File: config.mk
export PLATFORM = sky130hd
export DESIGN_NAME = rr_slot_arbiter
export DESIGN_NICKNAME = d
export VERILOG_FILES = /design/src/rtl/rr_slot_arbiter_pkg.sv /design/src/rtl/rr_slot_timer.sv /design/src/rtl/rr_slot_arbiter.sv
export SDC_FILE = /design/constraint.sdc
export NUM_CORES = 1
export LEC_CHECK = 0
export CAP_MARGIN = 20
export CORE_MARGIN = 10
export CORE_UTILIZATION = 50
export CTS_CLUSTER_SIZE = 16
export DETAILED_ROUTE_END_ITERATION = 16
export DONT_BUFFER_PORTS = 1
export GPL_TIMING_DRIVEN = 0
export PLACE_DENSITY = 0.77
export SETUP_SLACK_MARGIN = 0.3
export SLEW_MARGIN = 20
export SYNTH_ARGS = -nofsm -noshare
export SYNTH_HDL_FRONTEND = slang
export SYNTH_SLANG_ARGS = --single-unit
File: constraint.sdc
create_clock -name clk -period 2.7 [get_ports clk]
set_input_delay 0.27 -clock clk [delete_from_list [all_inputs] [get_ports clk]]
set_output_delay 0.27 -clock clk [all_outputs]
set_load 0.01 [all_outputs]
File: src/rtl/rr_slot_arbiter_pkg.sv
// Shared types and helpers for the round-robin time-slot arbiter.
// Holds the FSM encoding, default sizes and the rotating priority encoder.
package rr_slot_arbiter_pkg;

  typedef enum logic {
    ST_IDLE,
    ST_GRANT
  } state_t;

  localparam int NREQ_DEF = 4;
  localparam int SLOT_DEF = 6;
  localparam int MAXN     = 8;
  localparam int MAXW     = 3;

  // Returns {found, index}, searching ptr, ptr+1, ... modulo n.
  function automatic logic [MAXW:0] rr_pick(
    input logic [MAXN-1:0] req,
    input logic [MAXW-1:0] ptr,
    input int              n
  );
    logic [MAXW:0]   res;
    logic [MAXW-1:0] jj;
    int              j;
    res = '0;
    for (int i = 0; i < MAXN; i++) begin
      j  = (int'(ptr) + i) % n;
      jj = MAXW'(j);
      if (i < n && !res[MAXW] && req[jj])
        res = {1'b1, jj};
    end
    return res;
  endfunction

endpackage

File: src/rtl/rr_slot_timer.sv
// Modulo-SLOT up-counter bounding the length of one grant.
// Synchronous clear wins over enable.
module rr_slot_timer #(
  parameter int SLOT = 6,
  parameter int CW   = 3
) (
  input  logic          clk,
  input  logic          rst_n,
  input  logic          clr,
  input  logic          en,
  output logic [CW-1:0] count,
  output logic          at_max
);

  localparam logic [CW-1:0] LAST = CW'(SLOT - 1);

  assign at_max = (count == LAST);

  always_ff @(posedge clk or negedge rst_n) begin
    if (!rst_n) begin
      count <= '0;
    end else if (clr) begin
      count <= '0;
    end else if (en) begin
      count <= at_max ? '0 : count + 1'b1;
    end
  end

endmodule

File: src/rtl/rr_slot_arbiter.sv
// Round-robin arbiter giving each owner at most SLOT cycles per grant.
// Re-arbitrates in the release cycle so grants run back to back.
import rr_slot_arbiter_pkg::*;

module rr_slot_arbiter #(
  parameter int NREQ = NREQ_DEF,
  parameter int SLOT = SLOT_DEF,
  parameter int IDW  = 2,
  parameter int CW   = 3
) (
  input  logic            clk,
  input  logic            rst_n,
  input  logic [NREQ-1:0] req,
  output logic [NREQ-1:0] gnt,
  output logic            gnt_valid,
  output logic [IDW-1:0]  gnt_id,
  output logic [CW-1:0]   slot_count,
  output logic            slot_expire
);

  state_t          state;
  logic [IDW-1:0]  ptr;
  logic [IDW-1:0]  ptr_inc;
  logic [IDW-1:0]  sel_ptr;
  logic [IDW-1:0]  win_id;
  logic [MAXW:0]   pick;
  logic            found;
  logic            in_grant;
  logic            owner_req;
  logic            at_max;
  logic            release_c;
  logic            load;
  logic            t_clr;
  logic            t_en;

  assign in_grant    = (state == ST_GRANT);
  assign owner_req   = |(req & gnt);
  assign release_c   = in_grant && (!owner_req || at_max);
  assign slot_expire = in_grant && owner_req && at_max;
  assign load        = !in_grant || release_c;

  // The releasing owner drops to lowest priority for this very pick.
  assign ptr_inc = (gnt_id == IDW'(NREQ - 1)) ? '0 : gnt_id + 1'b1;
  assign sel_ptr = release_c ? ptr_inc : ptr;

  assign pick   = rr_pick(MAXN'(req), MAXW'(sel_ptr), NREQ);
  assign found  = pick[MAXW];
  assign win_id = IDW'(pick[MAXW-1:0]);

  assign t_clr = load;
  assign t_en  = in_grant;

  rr_slot_timer #(
    .SLOT (SLOT),
    .CW   (CW)
  ) u_timer (
    .clk    (clk),
    .rst_n  (rst_n),
    .clr    (t_clr),
    .en     (t_en),
    .count  (slot_count),
    .at_max (at_max)
  );

  always_ff @(posedge clk or negedge rst_n) begin
    if (!rst_n) begin
      state     <= ST_IDLE;
      ptr       <= '0;
      gnt       <= '0;
      gnt_id    <= '0;
      gnt_valid <= 1'b0;
    end else if (load) begin
      if (release_c)
        ptr <= ptr_inc;
      if (found) begin
        state     <= ST_GRANT;
        gnt       <= NREQ'(1) << win_id;
        gnt_id    <= win_id;
        gnt_valid <= 1'b1;
      end else begin
        state     <= ST_IDLE;
        gnt       <= '0;
        gnt_id    <= '0;
        gnt_valid <= 1'b0;
      end
    end
  end

endmodule

==> impl_metrics.env <==
export IMPL_drtPass1Iterations=4
export IMPL_ys_seq_area_frac=0.388
export IMPL_core_area_mm2=0.00149
export IMPL_power_frac_clock=0.113
export IMPL_num_fill_cells=124
export IMPL_fp_dieW_um=59.4
export IMPL_path_class="register to register"
export IMPL_wl_per_cell_um=17.3
export IMPL_leakagePower_uw=0.000353
export IMPL_hpwl_mm=1.34
export IMPL_setup_violations_final=0
export IMPL_clockBufferDepth=2
export IMPL_clock_skew_ns=0.00173
export IMPL_ctsResizeCount=0
export IMPL_required_ns=2.85
export IMPL_ys_ff_latch=12
export IMPL_synthFlopType="dfrtp_1"
export IMPL_hp_class="primary input to register"
export IMPL_use_met1=0.123
export IMPL_met3_usage=0.0408
export IMPL_h_tree_depth=1
export IMPL_nets=94
export IMPL_maxCapViolations=0
export IMPL_synthesis_instances=81
export IMPL_routed_via_density=6.41
export IMPL_p_int_uw=499
export IMPL_cts_sinks=12
export IMPL_drc=0
export IMPL_layout_commonest_cell="dfrtp_1"
export IMPL_routed_wl_mm=1.75
export IMPL_port_buffers=0
export IMPL_n_antenna_cell=0
export IMPL_grtUsageTotal=0.106
export IMPL_swShare=0.450
export IMPL_worstPathArrival_ns=2.36
export IMPL_holdWs_ns=0.159
export IMPL_hold_viol=0
export IMPL_ys_types=38
export IMPL_worstPathMaxFanout=4
export IMPL_ant_nets=0
export IMPL_p_comb_frac=0.496
export IMPL_finalCritPeriodShare=0.816
export IMPL_gp_congestion=0.859
export IMPL_layout_common_cells="12 x dfrtp_1, 6 x nor2_1, 6 x nand2_1"
export IMPL_grt_max_degree=13
export IMPL_p_per_area_mw_per_mm2=1100
export IMPL_timing_final_crit_period_ns=2.20
export IMPL_drtIter0Drc=30
export IMPL_synth_edff_count=0
export IMPL_pin_count=17
export IMPL_stdcell_count=101
export IMPL_critPathLaunchType="register"
export IMPL_async_flop_share=1.00
export IMPL_finalSetupTns_ns=0
export IMPL_grt_pass1_vias=618
export IMPL_use_met2=0.163
export IMPL_syn_area_um2=774
export IMPL_endpoint_kind="register"
export IMPL_gr_total_overflow=0
export IMPL_avgSynthCellArea_um2=9.56
export IMPL_drv_slew=0
export IMPL_worst_slew_margin_rel=0.636
export IMPL_die_area_mm2=0.00352
export IMPL_row_count=14
export IMPL_irDropWorstVdd_uv=624
export IMPL_p_total_uw=908
export IMPL_clockRootBuffer="clkbuf_4"
export IMPL_synthesis_nets=88
export IMPL_grt_first_pass_wirelength_mm=2.96
export IMPL_area_growth_pct=6.79
export IMPL_cts_made_buffers=3
export IMPL_initial_utilization=0.520
export IMPL_seq_power_share=0.391
export IMPL_busiest_layer="met2"
export IMPL_fp_dieH_um=59.4
export IMPL_via_count=647
export IMPL_fmax_ghz=0.454
export IMPL_status="complete, no violations"
export IMPL_p_sw_uw=409
export IMPL_antenna_found_initial=0
export IMPL_yosys_warnings=0
export IMPL_drive_gt1_frac=0.212
export IMPL_dp_cells=97
export IMPL_cts_tree="done"
export IMPL_insertion_delay_ns=0.26
export IMPL_rsz0062_at_grt="false"
export IMPL_path_clk_slew_ns=0.07
export IMPL_cts_setup_buffers=0
export IMPL_worst_slew_pin_slew_ns=0.544
layout make-up:
| type | count | area [µm²] | area share |
|---|---|---|---|
| Buffer | 3 | 36.3 | 0.0439 |
| Clock buffer | 3 | 22.5 | 0.0272 |
| Inverter | 5 | 18.8 | 0.0227 |
| Multi-Input combinational cell | 61 | 419 | 0.507 |
| Sequential cell | 12 | 300 | 0.363 |
| Tap cell | 16 | 20.0 | 0.0242 |
| Timing Repair Buffer | 1 | 10.0 | 0.0121 |
worst paths after layout:
check                      startpoint         to  slack [ns]  cells after the start
setup / recovery            gnt_id[0]     gnt[2]        0.50                      7
hold / removal                 req[1]   in_grant        0.16                      2
setup reg to reg            gnt_id[0]     gnt[2]        0.50                      7
hold reg to reg             gnt_id[1]  gnt_id[1]        0.60                      1
max in group asynchronous       rst_n  gnt_id[1]        1.91                      1
min in group asynchronous       rst_n     gnt[2]        0.43                      1
power groups by stage:
stage                     clock network, µW  logic (µW)  registers (µW)
after floorplan                           0         366             335
after global routing                    112         503             372
after detailed placement                  0         436             362
after global placement                    0         428             359
final                                   102         450             355
after CTS                               108         443             358
per-layer routing:
layer / wire length [µm] / up-vias
met5: 0 / -
met4: 36 / 0
met3: 166 / 4
met2: 830 / 24
met1: 713 / 299
li1: - / 320
synthesized netlist by cell type (2+ instances only):
master	n	area (µm²)
nand3b_1	2	15.0
nand3_1	2	10.0
a31oi_1	2	12.5
a211oi_1	2	15.0
nor2_1	6	22.5
inv_1	4	15.0
o211ai_1	2	15.0
buf_6	2	22.5
nor3_1	4	20.0
nand4_1	2	12.5
dfrtp_1	12	300
nor2b_1	3	18.8
a21oi_1	3	15.0
a22o_2	3	30.0
nand2_1	6	22.5
o21ai_0	4	20.0
registers in the layout (all words and copies together), names as in the netlist:
register / count
gnt: 4
gnt_id: 2
in_grant: 1
ptr: 2
u_timer.count: 3
logic make-up (layout without fill, tap and decap cells):
logic type                 Yosys count  in the layout  synth area share
AOI/OAI and AO/OA                   28             28             0.289
and+or+nand+nor                     31             31             0.223
adders and majority gates            1              1            0.0162
buffers and inverters                8             12            0.0711
DFF                                 12             12             0.388
muxes                                1              1            0.0129
critical path: stages, from the launching register on:
cell and delay (ns):
dfrtp_1 0.45, ha_1 0.39, nand3_1 0.12, nor3_1 0.23
o41ai_1 0.13, o221ai_1 0.42, nor2_1 0.13, a22o_2 0.23
repair_timing:
| item | CTS | global route |
|---|---|---|
| hold buffers | 1 | 0 |
| setup endpoints to repair | 0 | 0 |
| endpoints found under the hold margin | 12 | 0 |
through the flow:
stage	util	cell area, µm²	setup WS, ns
after detailed placement	0.534	795	0.559
after CTS	0.555	827	0.535
after global routing	0.555	827	0.316
after global placement	0.534	795	0.606
final	0.555	827	0.496
after floorplan	-	774	0.821
Note: power is estimated with default switching activity, not from simulation.
